[src/rtl/xbar_resp_core.sv]
// Response crossbar: four bank skid FIFOs feed three channel output slots.
// Each bank head is steered by its one-hot channel id; a round-robin arbiter
// per channel resolves banks that collide on the same channel.
module xbar_resp_core #(
   parameter int DATA_W    = 32,
   parameter int WBUF_W    = 4,
   parameter int BUF_DEPTH = 2
) (
   input  logic              clk,
   input  logic              rst_n,
   input  logic              u_bank_0_resp_valid,
   output logic              u_bank_0_resp_ready,
   input  logic [2:0]        u_bank_0_resp_ch_1hot_id,
   input  logic              u_bank_0_resp_is_write,
   input  logic [DATA_W-1:0] u_bank_0_resp_rdata,
   input  logic [WBUF_W-1:0] u_bank_0_resp_wbuf_id,
   input  logic              u_bank_1_resp_valid,
   output logic              u_bank_1_resp_ready,
   input  logic [2:0]        u_bank_1_resp_ch_1hot_id,
   input  logic              u_bank_1_resp_is_write,
   input  logic [DATA_W-1:0] u_bank_1_resp_rdata,
   input  logic [WBUF_W-1:0] u_bank_1_resp_wbuf_id,
   input  logic              u_bank_2_resp_valid,
   output logic              u_bank_2_resp_ready,
   input  logic [2:0]        u_bank_2_resp_ch_1hot_id,
   input  logic              u_bank_2_resp_is_write,
   input  logic [DATA_W-1:0] u_bank_2_resp_rdata,
   input  logic [WBUF_W-1:0] u_bank_2_resp_wbuf_id,
   input  logic              u_bank_3_resp_valid,
   output logic              u_bank_3_resp_ready,
   input  logic [2:0]        u_bank_3_resp_ch_1hot_id,
   input  logic              u_bank_3_resp_is_write,
   input  logic [DATA_W-1:0] u_bank_3_resp_rdata,
   input  logic [WBUF_W-1:0] u_bank_3_resp_wbuf_id,
   output logic              d_channel_0_resp_valid,
   input  logic              d_channel_0_resp_ready,
   output logic              d_channel_0_resp_is_write,
   output logic [DATA_W-1:0] d_channel_0_resp_rdata,
   output logic [WBUF_W-1:0] d_channel_0_resp_wbuf_id,
   output logic [1:0]        d_channel_0_resp_bank_id,
   output logic              d_channel_1_resp_valid,
   input  logic              d_channel_1_resp_ready,
   output logic              d_channel_1_resp_is_write,
   output logic [DATA_W-1:0] d_channel_1_resp_rdata,
   output logic [WBUF_W-1:0] d_channel_1_resp_wbuf_id,
   output logic [1:0]        d_channel_1_resp_bank_id,
   output logic              d_channel_2_resp_valid,
   input  logic              d_channel_2_resp_ready,
   output logic              d_channel_2_resp_is_write,
   output logic [DATA_W-1:0] d_channel_2_resp_rdata,
   output logic [WBUF_W-1:0] d_channel_2_resp_wbuf_id,
   output logic [1:0]        d_channel_2_resp_bank_id,
   output logic              err_illegal_id
);
   localparam int NB    = 4;
   localparam int NC    = 3;
   localparam int PTR_W = $clog2(BUF_DEPTH);
   localparam int CNT_W = PTR_W + 1;

   // True only for ids that name exactly one channel.
   function automatic logic is_one_hot(input logic [2:0] id);
      logic r;
      case (id)
         3'b001, 3'b010, 3'b100: r = 1'b1;
         default:                r = 1'b0;
      endcase
      return r;
   endfunction

   logic [NB-1:0]     in_valid, in_is_write, push, pop, full, empty, head_legal;
   logic [2:0]        in_id    [NB];
   logic [DATA_W-1:0] in_rdata [NB];
   logic [WBUF_W-1:0] in_wbuf  [NB];

   logic [2:0]        mem_id    [NB][BUF_DEPTH];
   logic              mem_wr    [NB][BUF_DEPTH];
   logic [DATA_W-1:0] mem_rdata [NB][BUF_DEPTH];
   logic [WBUF_W-1:0] mem_wbuf  [NB][BUF_DEPTH];
   logic [PTR_W-1:0]  wr_ptr [NB];
   logic [PTR_W-1:0]  rd_ptr [NB];
   logic [CNT_W-1:0]  count  [NB];

   logic [NB-1:0]     req [NC];
   logic [NC-1:0]     slot_free, gnt_valid;
   logic [1:0]        gnt_idx [NC];
   logic [1:0]        rr_ptr  [NC];

   logic [NC-1:0]     out_valid, out_is_write;
   logic [DATA_W-1:0] out_rdata [NC];
   logic [WBUF_W-1:0] out_wbuf  [NC];
   logic [1:0]        out_bank  [NC];

   assign in_valid    = {u_bank_3_resp_valid, u_bank_2_resp_valid, u_bank_1_resp_valid, u_bank_0_resp_valid};
   assign in_is_write = {u_bank_3_resp_is_write, u_bank_2_resp_is_write, u_bank_1_resp_is_write, u_bank_0_resp_is_write};
   assign in_id[0] = u_bank_0_resp_ch_1hot_id;  assign in_rdata[0] = u_bank_0_resp_rdata;  assign in_wbuf[0] = u_bank_0_resp_wbuf_id;
   assign in_id[1] = u_bank_1_resp_ch_1hot_id;  assign in_rdata[1] = u_bank_1_resp_rdata;  assign in_wbuf[1] = u_bank_1_resp_wbuf_id;
   assign in_id[2] = u_bank_2_resp_ch_1hot_id;  assign in_rdata[2] = u_bank_2_resp_rdata;  assign in_wbuf[2] = u_bank_2_resp_wbuf_id;
   assign in_id[3] = u_bank_3_resp_ch_1hot_id;  assign in_rdata[3] = u_bank_3_resp_rdata;  assign in_wbuf[3] = u_bank_3_resp_wbuf_id;

   // FIFO status flags, push qualification and head legality per bank.
   always_comb begin
      for (int b = 0; b < NB; b++) begin
         full[b]       = (count[b] == CNT_W'(BUF_DEPTH));
         empty[b]      = (count[b] == {CNT_W{1'b0}});
         push[b]       = in_valid[b] & ~full[b];
         head_legal[b] = is_one_hot(mem_id[b][rd_ptr[b]]);
      end
   end

   assign u_bank_0_resp_ready = ~full[0];
   assign u_bank_1_resp_ready = ~full[1];
   assign u_bank_2_resp_ready = ~full[2];
   assign u_bank_3_resp_ready = ~full[3];

   assign slot_free = ~out_valid | {d_channel_2_resp_ready, d_channel_1_resp_ready, d_channel_0_resp_ready};

   // Per-channel request vectors and round-robin grant starting at rr_ptr.
   always_comb begin
      logic [1:0] idx;
      idx = 2'd0;
      for (int c = 0; c < NC; c++) begin
         gnt_valid[c] = 1'b0;
         gnt_idx[c]   = 2'd0;
         for (int b = 0; b < NB; b++) begin
            req[c][b] = ~empty[b] & head_legal[b] & mem_id[b][rd_ptr[b]][c];
         end
         for (int i = 0; i < NB; i++) begin
            idx = rr_ptr[c] + 2'(i);
            if (slot_free[c] && !gnt_valid[c] && req[c][idx]) begin
               gnt_valid[c] = 1'b1;
               gnt_idx[c]   = idx;
            end else begin
               gnt_valid[c] = gnt_valid[c];
            end
         end
      end
   end

   // A bank pops when granted by any channel or when its head is illegal.
   always_comb begin
      for (int b = 0; b < NB; b++) begin
         pop[b] = ~empty[b] & ~head_legal[b];
         for (int c = 0; c < NC; c++) begin
            pop[b] = pop[b] | (gnt_valid[c] & (gnt_idx[c] == 2'(b)));
         end
      end
   end

   // Bank FIFO storage, pointers and occupancy.
   always_ff @(posedge clk or negedge rst_n) begin
      if (!rst_n) begin
         for (int b = 0; b < NB; b++) begin
            wr_ptr[b] <= {PTR_W{1'b0}};
            rd_ptr[b] <= {PTR_W{1'b0}};
            count[b]  <= {CNT_W{1'b0}};
            for (int e = 0; e < BUF_DEPTH; e++) begin
               mem_id[b][e]    <= 3'b000;
               mem_wr[b][e]    <= 1'b0;
               mem_rdata[b][e] <= {DATA_W{1'b0}};
               mem_wbuf[b][e]  <= {WBUF_W{1'b0}};
            end
         end
      end else begin
         for (int b = 0; b < NB; b++) begin
            if (push[b]) begin
               mem_id[b][wr_ptr[b]]    <= in_id[b];
               mem_wr[b][wr_ptr[b]]    <= in_is_write[b];
               mem_rdata[b][wr_ptr[b]] <= in_rdata[b];
               mem_wbuf[b][wr_ptr[b]]  <= in_wbuf[b];
               wr_ptr[b]               <= wr_ptr[b] + PTR_W'(1'b1);
            end
            if (pop[b]) begin
               rd_ptr[b] <= rd_ptr[b] + PTR_W'(1'b1);
            end
            count[b] <= count[b] + CNT_W'(push[b]) - CNT_W'(pop[b]);
         end
      end
   end

   // Channel output slots and round-robin pointers.
   always_ff @(posedge clk or negedge rst_n) begin
      if (!rst_n) begin
         out_valid    <= 3'b000;
         out_is_write <= 3'b000;
         for (int c = 0; c < NC; c++) begin
            out_rdata[c] <= {DATA_W{1'b0}};
            out_wbuf[c]  <= {WBUF_W{1'b0}};
            out_bank[c]  <= 2'd0;
            rr_ptr[c]    <= 2'd0;
         end
      end else begin
         for (int c = 0; c < NC; c++) begin
            if (slot_free[c]) begin
               if (gnt_valid[c]) begin
                  out_valid[c]    <= 1'b1;
                  out_is_write[c] <= mem_wr[gnt_idx[c]][rd_ptr[gnt_idx[c]]];
                  out_rdata[c]    <= mem_rdata[gnt_idx[c]][rd_ptr[gnt_idx[c]]];
                  out_wbuf[c]     <= mem_wbuf[gnt_idx[c]][rd_ptr[gnt_idx[c]]];
                  out_bank[c]     <= gnt_idx[c];
                  rr_ptr[c]       <= gnt_idx[c] + 2'd1;
               end else begin
                  out_valid[c] <= 1'b0;
               end
            end
         end
      end
   end

   // Sticky illegal-id flag, cleared only by reset.
   always_ff @(posedge clk or negedge rst_n) begin
      if (!rst_n) begin
         err_illegal_id <= 1'b0;
      end else if (|(~empty & ~head_legal)) begin
         err_illegal_id <= 1'b1;
      end
   end

   assign d_channel_0_resp_valid    = out_valid[0];
   assign d_channel_0_resp_is_write = out_is_write[0];
   assign d_channel_0_resp_rdata    = out_rdata[0];
   assign d_channel_0_resp_wbuf_id  = out_wbuf[0];
   assign d_channel_0_resp_bank_id  = out_bank[0];
   assign d_channel_1_resp_valid    = out_valid[1];
   assign d_channel_1_resp_is_write = out_is_write[1];
   assign d_channel_1_resp_rdata    = out_rdata[1];
   assign d_channel_1_resp_wbuf_id  = out_wbuf[1];
   assign d_channel_1_resp_bank_id  = out_bank[1];
   assign d_channel_2_resp_valid    = out_valid[2];
   assign d_channel_2_resp_is_write = out_is_write[2];
   assign d_channel_2_resp_rdata    = out_rdata[2];
   assign d_channel_2_resp_wbuf_id  = out_wbuf[2];
   assign d_channel_2_resp_bank_id  = out_bank[2];
endmodule

[config.mk]
export PLATFORM = sky130hd
export DESIGN_NAME = xbar_resp_core
export DESIGN_NICKNAME = d
export VERILOG_FILES = /design/src/rtl/xbar_resp_core.sv
export SDC_FILE = /design/constraint.sdc
export NUM_CORES = 1
export LEC_CHECK = 0
export BUFFER_PORTS_ARGS = -buffer_cell sky130_fd_sc_hd__buf_2
export CORE_MARGIN = 5
export CORE_UTILIZATION = 45
export CTS_CLUSTER_DIAMETER = 30
export DETAILED_ROUTE_END_ITERATION = 7
export PLACE_DENSITY_LB_ADDON = 0.12
export SYNTH_ARGS = -nofsm -noshare
export SYNTH_HDL_FRONTEND = slang
export SYNTH_SLANG_ARGS = --single-unit
[constraint.sdc]
create_clock -name clk -period 5 [get_ports clk]
set_input_delay 0.75 -clock clk [delete_from_list [all_inputs] [get_ports clk]]
set_output_delay 0.75 -clock clk [all_outputs]
set_load 0.01 [all_outputs]
======== After elaboration in Yosys (flattened, before gate mapping) ========
Index checks and enable logic that the tools add are counted.
cells by class
  $add $sub $neg .......................... 28
  multiply operators ...................... 0
  div/mod/pow operators ................... 0
  $lt $le $gt $ge ......................... 30
  equal/unequal tests ..................... 25
  shifts and indexed selects .............. 0
  muxes and demuxes ....................... 178
  bitwise gates (word level) .............. 79
  reduce and logical (&&, ||, !) cells .... 49
operators with widths
  kind                                                                  count
  32-bit 2-to-1 mux                                                     13
  64-bit binary-select mux with 2-bit select                            3
  64-bit 2-to-1 mux                                                     6
  64-bit bitwise mux                                                    4
  32-bit demux with 1-bit select                                        4
  4-bit 2-to-1 mux                                                      13
  1-bit 2-to-1 mux                                                      50
  8-bit binary-select mux with 2-bit select                             3
  3-bit 2-to-1 mux                                                      16
  8-bit 2-to-1 mux                                                      6
  1-bit AND                                                             36
  2-bit by 3-bit < comparator with 1-bit output, second input constant  12
  2-bit 2-to-1 mux                                                      18
  8-bit bitwise mux                                                     4
  1-bit binary-select mux with 2-bit select                             15
  1-bit logical AND                                                     25
  6-bit bitwise mux                                                     4
  2-bit >= comparator, second input constant                            11
  1-bit inverter with 2-bit output                                      11
  2-bit == test, second input constant                                  10
  4-bit demux with 1-bit select                                         4
  2-bit zero test                                                       7
  2-bit by 1-bit adder with 2-bit output, second input constant         6
  2-bit adder, second input constant                                    6
  24 further kinds                                                      102
storage, ports and cells
  flip-flop bits (word level) ............. 463
  bits in latches ......................... 0
  RAM bits ................................ 0
  ROM bits ................................ 0
  input port bits ......................... 169
  output and inout bits ................... 125
  word-level logic and storage cells ...... 452
  memories kept ........................... 0

======== Depth between registers and ports, before layout ========
Gate-level depths: netlist of run 1.
  word-level depth ........................ 33
  depth in mapped cells ................... 18
  depth with buffers taken out ............ 15

======== Least setup slack after synthesis of run 1 ========
No wires, ideal clock.
  kind .................................... register -> register
  from .................................... reg rd_ptr[2] (netlist name)
  to ...................................... reg count[5] (netlist name)
  library setup time ...................... 124 ps
  data arrival time ....................... 3761 ps
  data required time ...................... 4876 ps
  path slack .............................. 1115 ps
  stages on the path, launching flop included .. 18
  buffers on the path ..................... 3
  cells stage by stage .................... dfrtp_1 buf_6 or3b_1 a211o_4 mux4_2 a21boi_4 a31oi_4 buf_4 buf_2 inv_2 ha_1 a221oi_1 nand2_1 ha_1 inv_1 ha_1 xnor2_1 xnor2_1
RTL lines
  item                              RTL line  source
  start: declaration                80        logic [PTR_W-1:0] rd_ptr [NB];
  start signal: indexed assignment  154       rd_ptr[b] <= {PTR_W{1'b0}};
  start signal: indexed assignment  173       rd_ptr[b] <= rd_ptr[b] + PTR_W'(1'b1);
  end signal: indexed assignment    155       count[b] <= {CNT_W{1'b0}};
  end signal: indexed assignment    175       count[b] <= count[b] + CNT_W'(push[b]) - CNT_W'(pop[b]);
  end: declaration                  81        logic [CNT_W-1:0] count [NB];

======== Worst setup path after layout of run 1 ========
  from .................................... reg rd_ptr[3] (netlist name)
  to ...................................... reg out_rdata (netlist bit d_channel_1_resp_rdata[4])
between the ends
  cells in the longest elaborated chain, start to end .. 33
  elaborated cells between the ends (all ways) .. 49
  those cells by class .................... 3 x eq/ne; 29 x mux; 5 x bitwise; 12 x reduce/logical
ends and longest elaborated chain
  item                                                              RTL line  source
  1-bit inverter with 2-bit output (implied by the code)            106, 125
  3-bit 2-to-1 mux (implied by the code) (3 in a row)               106       head_legal[b] = is_one_hot(mem_id[b][rd_ptr[b]]);
  3-bit by 1-bit == test with 1-bit output (tied with other cells)  63        case (id)
  3-bit OR reduction                                                63
  1-bit 2-to-1 mux                                                  63
  1-bit AND (2 in a row)                                            125       req[c][b] = ~empty[b] & head_legal[b] & mem_id[b][rd_ptr[b]][c];
  1-bit binary-select mux with 2-bit select                         129       if (slot_free[c] && !gnt_valid[c] && req[c][idx]) begin
  1-bit 2-to-1 mux (implied by the code)                            129
  [... 10 more ...]                                                 --
  1-bit zero test                                                   129
  1-bit logical AND (2 in a row)                                    129
  2-bit 2-to-1 mux                                                  129
  2-bit inverter with 3-bit output (implied by the code)            197       out_rdata[c] <= mem_rdata[gnt_idx[c]][rd_ptr[gnt_idx[c]]];
  1-bit binary-select mux with 2-bit select                         197
  1-bit 2-to-1 mux (implied by the code) (2 in a row)               197
  1-bit inverter with 2-bit output (implied by the code)            197
  32-bit 2-to-1 mux (implied by the code) (3 in a row)              197
  end signal: indexed assignment                                    186       out_rdata[c] <= {DATA_W{1'b0}};
  end signal: indexed assignment                                    197
  end: declaration                                                  89        logic [DATA_W-1:0] out_rdata [NC];
Several ways; a longest one is shown, not always the timed one. The select of a mux whose other input is x is not followed.
A chain may end at the register's enable or synchronous reset.

==> metrics.txt, run 1 <==
RSZ-0062 raised after global routing=no; DR iter-0 viols=1337; ys flop type=dfrtp_1; Clock Latency Late Sink=0.65 ns; cts repair resizes=0; Worst-path clk slew=0.04 ns; number of top-level pins=294; Crit path arrival time=4.59 ns; clk_skew=0.0201 ns; Worst Path Required=5.46 ns; crit path buf inv count=1; CTS Buffer Depth=3; Crit path max-delay family=multiplexers; type of origin of the critical path=register; first-pass GRT wire length=128000 um; synthesized cell area=26200 sq um; total grt overflow=0; min Tclk post-route=4.14 ns; slowest stage delay, CP=0.73 ns; top cells by area, synth=dfrtp_1, mux2i_1, mux2_2; drt pass-1 iters=5; Mapped Cells=2119; Post-synth EDFFs=0; postcts setup bufs=0; CTS Sinks=463; final wirelength=84900 um; CTS Buf Count=116; Final Setup Violations=0; via count=19227; synth warn=0; CP Class=reg2reg; max capacitance violation total=0; setup TNS=0 ns; area grow syn2layout=24.4%; Slew @ Worst Pin=1.13 ns; DRC=0; Critical-path top delay cell=buf_4; initial antenna violation count=10; most common cell after layout, fill and taps aside=dfrtp_1; share of layout cells above drive strength 1=0.397; top cell type's share of synthesized area=0.442; total core area=57700 sq um; H-tree lvl count=3; final hold viol count=0; Cell Chain, Critical Path=mux2i_1, nand4_2, mux4_2, a21boi_4, a31oi_4, buf_4, mux4_2, mux2i_1, a21oi_1; fmax=242 MHz; area leader, netlist=dfrtp_1; CTS tree=built; total track usage=0.264; routability cong.=0.829; Yosys cell types=65; vias in the first global route=20267; row cnt=88; Max FO, Critical Path=46; die area=63100 sq um; remaining antenna violation count=0; fin nets=2597; dpl hpwl=52900 um; most frequent cells in the layout=dfrtp_1, mux2i_1, mux2_2, buf_2, clkbuf_16; Slew headroom=0.242; hold buffers post-CTS=0; fin crit share=0.828; Yosys reg bits=463; post-synth net total=2304; Min-Delay Path Class=in2async; die height=251 um; sequential area share after synthesis=0.442; stages on the worst setup path=9; Final Slew Violations=0; reg2reg path depth=9; largest net degree at the start of global routing=115; Synth Area per Inst=12.4 sq um; port buffer count=293; Die W=251 um; root buffer cell=clkbuf_16; DR WL/cell=25.9 um; crit end category=register; vias per cell=5.87; Synth async-reset ratio=1.00; Initial Utilization=0.454; outcome=finished clean
## metal layers
metal	track usage	part of all wire	vias up
li1	-	-	8571
met4	0.105	0.036	4
met1	0.350	0.43	9810
met5	0	0.00028	-
met3	0.0560	0.065	182
met2	0.429	0.47	660
## flip-flops by register name (all words and copies together) (netlist names), 4 cells and up
register and cells:
count 8, d_channel_0_resp_rdata 32, d_channel_0_resp_wbuf_id 4, d_channel_1_resp_rdata 32, d_channel_1_resp_wbuf_id 4, d_channel_2_resp_rdata 32, d_channel_2_resp_wbuf_id 4, mem_id 24
mem_rdata 256, mem_wbuf 32, mem_wr 8, rd_ptr 4, rr_ptr 6, wr_ptr 4
## metrics by stage
step           cells  area (sq um)  utilization  setup WS [ns]  hold slack [ns]
5_1_grt         3271         32600        0.565          0.667            0.294
2_1_floorplan   2119         26200            -           1.11            0.454
3_3_place_gp    3059         28500        0.493          0.839            0.466
3_5_place_dp    3059         28500        0.493          0.847            0.474
4_1_cts         3270         32600        0.565          0.823            0.247
6_report        3277         32600        0.565          0.861            0.218
## worst register-to-register path, cell delays in order, from the launching register on
cell and delay (ns):
dfrtp_1 0.56, mux2i_1 0.54, nand4_2 0.34, mux4_2 0.54, a21boi_4 0.17, a31oi_4 0.28
buf_4 0.73, mux4_2 0.44, mux2i_1 0.25, a21oi_1 0.11
## cells in the mapped netlist (7+ instances only)
cell / count
a21oi_1: 84
and3_1: 75
buf_1: 8
buf_2: 43
buf_4: 8
clkbuf_1: 91
dfrtp_1: 463
ha_1: 16
inv_1: 26
mux2_2: 362
mux2i_1: 424
mux4_1: 7
mux4_2: 70
nand2_1: 80
nand3_1: 7
nor2_1: 92
nor3_1: 7
o21ai_0: 58
o21ai_1: 44
o221a_1: 31
o221a_2: 8
xnor2_1: 18
xor2_1: 7
## cells by family (layout without fill, tap and decap cells)
| logic type | count (synthesis) | after routing | synth area share |
|---|---|---|---|
| buffers and inverters | 187 | 573 | 0.0333 |
| xor gates and xnor gates | 25 | 25 | 0.00836 |
| muxes | 863 | 863 | 0.385 |
| DFF | 463 | 463 | 0.442 |
| and+or+nand+nor | 300 | 300 | 0.0567 |
| AOI/OAI and AO/OA | 265 | 265 | 0.0670 |
| other | 0 | 7 | 0 |
| adders and majority gates | 16 | 16 | 0.00764 |
## path summary, 6_finish.rpt
check                                               start                   endpoint  slack [ns]
worst max-delay path                            rd_ptr[3]  d_channel_1_resp_rdata[4]        0.86
worst min-delay path                                rst_n                 mem_id[14]        0.22
worst max register to register                  rd_ptr[3]  d_channel_1_resp_rdata[4]        0.86
worst min register to register  d_channel_0_resp_rdata[4]  d_channel_0_resp_rdata[4]        0.48
max in group asynchronous                           rst_n             mem_rdata[142]        3.69
min in group clk                  u_bank_3_resp_rdata[18]              mem_rdata[18]        0.35
## layout make-up
type,count,area [sq um]
Antenna cell,7,17.5
Clock buffer,158,3300
Clock inverter,53,820
Fill cell,4854,25100
Inverter,29,109
Multi-Input combinational cell,1469,13900
Sequential cell,463,11600
Tap cell,765,957
Timing Repair Buffer,333,1930
Power of run 1 is left out: the tool's default activity adds up to more than one toggle a clock period on the data nets, which glitch-free logic cannot reach.
==> run 2, diff against run 1 <==
- clock period: 5 -> 3.7 ns (I/O delays scaled with it)
==> run 2 against run 1 <==
  * Die area stayed put
  * Core utilization grew 0.95 points
  * Clock skew is 0.00062 ns lower
  * Global-route usage increased by 0.19 points
  * Sequential cell count is the same
==> metrics.txt, run 2 (same netlist as run 1, synthesis figures left out) <==
area grow syn2layout=26.5%; max FFs per register=256 (unchanged); most frequent cells in the layout=dfrtp_1, mux2i_1, mux2_2, buf_2, clkbuf_16; Final Slew Violations=0 (unchanged); Crit path arrival time=4.14 ns (-0.45 ns); Initial Utilization=0.454 (unchanged); CTS tree=built; pre-CTS setup slack=0.0435 ns (-0.803 ns); type of origin of the critical path=register; initial antenna violation count=13 (+3); fmax=276 MHz (+14%); final wirelength=85900 um (+1.2%); largest register by flop count=mem_rdata; fin crit share=0.981 (+0.153); largest net degree at the start of global routing=97 (-16%); vias in the first global route=20528 (+1.3%); clk_skew=0.0195 ns (-0.000623 ns); Max FO, Critical Path=6 (-87%); DR iter-0 viols=1154 (-14%); outcome=finished clean; Slew @ Worst Pin=1.01 ns (-0.121 ns); via count=19550 (+1.7%); Filler cells=4865 (+0.23%); Slew headroom=0.325 (+0.0827); CTS Buffer Depth=3 (unchanged); min Tclk post-route=3.63 ns (-0.511 ns); Worst Path Required=4.21 ns (-1.25 ns); total track usage=0.266 (+0.00189); final hold viol count=0 (unchanged); vias per cell=5.89 (+0.45%); final worst slack=0.0718 ns (-0.789 ns); max capacitance violation total=0 (unchanged); drt pass-1 iters=5 (unchanged); CTS Buf Count=111 (-4.3%); total grt overflow=0 (unchanged); reg2reg path depth=14 (+5); Worst-path clk slew=0.04 ns (about the same); Clock Latency Late Sink=0.64 ns (about the same); area of the multi-input gates=13900 sq um (+0.27%); row cnt=88 (unchanged); die height=251 um (unchanged); DR WL/cell=25.9 um (about the same); crit end category=register; routability cong.=0.882 (+6.4%); DRC=0 (unchanged); port buffer count=293 (unchanged); root buffer cell=clkbuf_16; FF/Latch Area=11600 sq um (unchanged); number of top-level pins=294 (unchanged); RSZ-0062 raised after global routing=yes; fin nets=2634 (+1.4%); total core area=57700 sq um (unchanged); Min-Delay Path Class=in2reg; CTS Sinks=463 (unchanged); dpl hpwl=54100 um (+2.2%); Final Setup Violations=0 (unchanged); Die W=251 um (unchanged); first-pass GRT wire length=129000 um (+0.94%); die area=63100 sq um (unchanged); hold path cells=2; H-tree lvl count=3 (unchanged); share of layout cells above drive strength 1=0.411 (+0.0134); CP Class=reg2reg; remaining antenna violation count=0 (unchanged); most common cell after layout, fill and taps aside=dfrtp_1
[run 2: changes by cell type in the layout (fill, tap and decap cells not counted), sizes merged]
cell,delta
clkinv,+4
bufinv,+3
dlygate4sd3,+1
clkbuf,-11
clkinvlp,+9
buf,+41
inv,-7
[run 2: path summary, 6_finish.rpt]
path                                            start                    endpoint  slack (ns)
setup reg to reg                            rd_ptr[2]                    count[5]        0.07
min in group asynchronous                       rst_n              mem_rdata[186]        0.59
max in group asynchronous                       rst_n   d_channel_1_resp_rdata[7]        2.11
hold reg to reg            d_channel_0_resp_rdata[17]  d_channel_0_resp_rdata[17]        0.48
hold / removal                u_bank_1_resp_rdata[16]              mem_rdata[176]        0.17
setup / recovery                            rd_ptr[2]                    count[5]        0.07
[run 2: worst max-delay path, stage by stage, from the launching register on]
cell	delay (ns)
dfrtp_1	0.41
or3b_1	0.39
a211o_4	0.35
mux4_2	0.46
a21boi_4	0.18
a31oi_4	0.33
inv_2	0.09
ha_1	0.20
a221oi_2	0.21
nand2_1	0.11
ha_1	0.29
inv_1	0.04
ha_1	0.19
xnor2_2	0.14
xnor2_1	0.12
[run 2: routing by layer]
| metal | track usage | part of all wire |
|---|---|---|
| met2 | 0.428 | 0.47 |
| met5 | 0 | 0.00077 |
| met4 | 0.113 | 0.040 |
| met1 | 0.357 | 0.43 |
| met3 | 0.0489 | 0.061 |
[run 2: repair_timing]
| item | 4_1_cts | 5_1_grt |
|---|---|---|
| buffers inserted | 0 | 6 |
| hold buffers | 1 | 0 |
| gates resized for setup | 0 | 6 |
| hold endpoints to repair | 4 | 0 |
| endpoints found under the setup margin | 0 | 24 |
[run 2: area by class of cell]
type	count	share of cell area
antenna	7	0.000528
clock buffer	147	0.0956
clock inverter	62	0.0286
inverter	29	0.00328
multi-input combinational	1469	0.420
sequential	463	0.350
tap	765	0.0289
timing repair buffer	375	0.0737
[run 2: stage by stage]
stage                     utilization  std cells  setup TNS [ns]  hold WS, ns  instance area, sq um
after global routing            0.574       3314          -0.133        0.150                 33100
after floorplan                     -       2119               0        0.259                 26200
after detailed placement        0.501       3094               0        0.473                 28900
after global placement          0.501       3094               0        0.463                 28900
after CTS                       0.573       3304               0        0.122                 33100
final                           0.575       3317               0        0.166                 33100
Power of run 2 is left out for the same reason.
==> run 3, diff against run 2 <==
- RECOVER_POWER: unset -> 50
==> run 3 against run 2 <==
  * The run now ends with max-capacitance violations, max-slew violations left
  * Core utilization decreased by 0.27 points
  * Global-route usage unchanged
  * First-iteration DRC count increased by 6.1%
  * Setup slack improved by 0.0014 ns
  * Critical path depth unchanged
  * Design area decreased by 0.46%
  * Via count increased by 0.26%
  * Sequential share of layout area increased by 0.16 points
  * Clock-buffer cell count unchanged
  * Routed wire length about the same
  * Hold slack about the same
  * Largest cell class unchanged
==> metrics.txt, run 3 (same netlist as run 1, synthesis figures left out) <==
outcome=finished with violations; failing checks=max-capacitance violations, max-slew violations; max FFs per register=256 (unchanged); hold path cells=2 (unchanged); die height=251 um (unchanged); pre-CTS setup slack=0.0435 ns (unchanged); Initial Utilization=0.454 (unchanged); remaining antenna violation count=0 (unchanged); row cnt=88 (unchanged); dpl hpwl=54100 um (unchanged); final wirelength=85900 um (about the same); Worst-path clk slew=0.04 ns (about the same); H-tree lvl count=3 (unchanged); min Tclk post-route=3.63 ns (-0.00138 ns); Hold Path Origin=u_bank_1_resp_rdata[18]; Min-Delay Path Class=in2reg; vias in the first global route=20528 (unchanged); reg2reg end=count[5]; FF/Latch Area=11600 sq um (unchanged); reg2reg path depth=14 (unchanged); port buffer count=293 (unchanged); root buffer cell=clkbuf_16; Die W=251 um (unchanged); area of the multi-input gates=13900 sq um (-0.11%); Final Slew Violations=93 (+93); DR WL/cell=25.9 um (about the same); total core area=57700 sq um (unchanged); max capacitance violation total=1 (+1); largest net degree at the start of global routing=97 (unchanged); Final Setup Violations=0 (unchanged); Clock Latency Late Sink=0.64 ns (about the same); largest register by flop count=mem_rdata; DR iter-0 viols=1224 (+6.1%); Slew @ Worst Pin=2.63 ns (+1.62 ns); Worst Path Required=4.21 ns (about the same); Hold EP=mem_rdata[146]; CTS tree=built; CTS Sinks=463 (unchanged); Critical-path top delay cell=mux4_2; RSZ-0062 raised after global routing=yes; crit path buf inv count=2 (unchanged); initial antenna violation count=13 (unchanged); fmax=276 MHz (about the same); drt pass-1 iters=5 (unchanged); fin crit share=0.980 (about the same); Crit path max-delay family=compound AO/OA/AOI/OAI gates; Filler cells=4910 (+0.92%); slowest stage delay, CP=0.46 ns (about the same); DRC=0 (unchanged); die area=63100 sq um (unchanged); fin nets=2634 (unchanged); most frequent cells in the layout=dfrtp_1, mux2i_1, mux2_2, buf_2, clkbuf_16; Slew headroom=-0.755 (-1.08); CTS Buffer Depth=3 (unchanged); Crit path arrival time=4.14 ns (about the same); area grow syn2layout=25.9%; Max FO, Critical Path=6 (unchanged); number of top-level pins=294 (unchanged); type of origin of the critical path=register; share of layout cells above drive strength 1=0.385 (-0.0259); vias per cell=5.91 (+0.29%); crit end category=register; final worst slack=0.0732 ns (+0.00138 ns); clk_skew=0.0198 ns (+0.000292 ns); most used cell, CP=ha_1; most common cell after layout, fill and taps aside=dfrtp_1; total grt overflow=0 (unchanged); RR Startpoint=rd_ptr[2]; r2r setup slk=0.07 ns (about the same); via count=19601 (+0.26%); Cell Chain, Critical Path=or3b_1, a211o_4, mux4_2, a21boi_4, a31oi_4, inv_2, ha_1, a221oi_2, nand2_1, ha_1, inv_1, ha_1, xnor2_2, xnor2_1; routability cong.=0.882 (unchanged); first-pass GRT wire length=129000 um (unchanged); CP Class=reg2reg; final hold viol count=0 (unchanged); CTS Buf Count=111 (unchanged); total track usage=0.266 (unchanged)
## run 3: cell count changes in the layout (fill, tap and decap cells not counted), sizes merged
| cell | delta |
|---|---|
| diode | -1 |
| buf | -70 |
| clkbuf | +70 |
## run 3: worst max path at each step
stage	startpoint	end	slack, ns	cells after the start
finish	rd_ptr[2]	count[5]	0.07	14
floorplan	rd_ptr[2]	count[3]	0.003	17
global placement	rd_ptr[2]	count[5]	0.12	14
CTS	rd_ptr[2]	count[5]	0.04	14
detailed placement	rd_ptr[2]	count[5]	0.04	14
global route	mem_id[16]	count[5]	-0.07	14
## run 3: layer usage
layer	vias up	track usage	wire length (um)
li1	8620	-	-
met1	10021	0.357	36700
met2	726	0.428	40300
met3	226	0.0489	5440
met4	8	0.113	3390
met5	-	0	66
## run 3: final cells by class
type | instances | area share
inverters | 29 | 0.00330
diodes | 6 | 0.000455
repair buffers | 375 | 0.0699
clock inverters | 62 | 0.0287
well taps | 765 | 0.0290
clock buffers | 147 | 0.0961
flip-flops and latches | 463 | 0.351
multi-input cells | 1469 | 0.421
## run 3: through the flow
stage                     utilization  cells  cell area, sq um  TNS [ns]  hold WS [ns]
final                           0.572   3316             33000         0         0.166
after CTS                       0.573   3304             33100         0         0.122
after global routing            0.572   3314             33000    -0.986         0.150
after detailed placement        0.501   3094             28900         0         0.473
after floorplan                     -   2119             26200         0         0.259
after global placement          0.501   3094             28900         0         0.463
## run 3: repair_timing
action                                  CTS  global route
hold buffers                              1             0
resized for setup                         0             6
buffers inserted                          0             6
endpoints found under the hold margin     4             0
endpoints found under the setup margin    0            24
Power of run 3 is left out for the same reason.
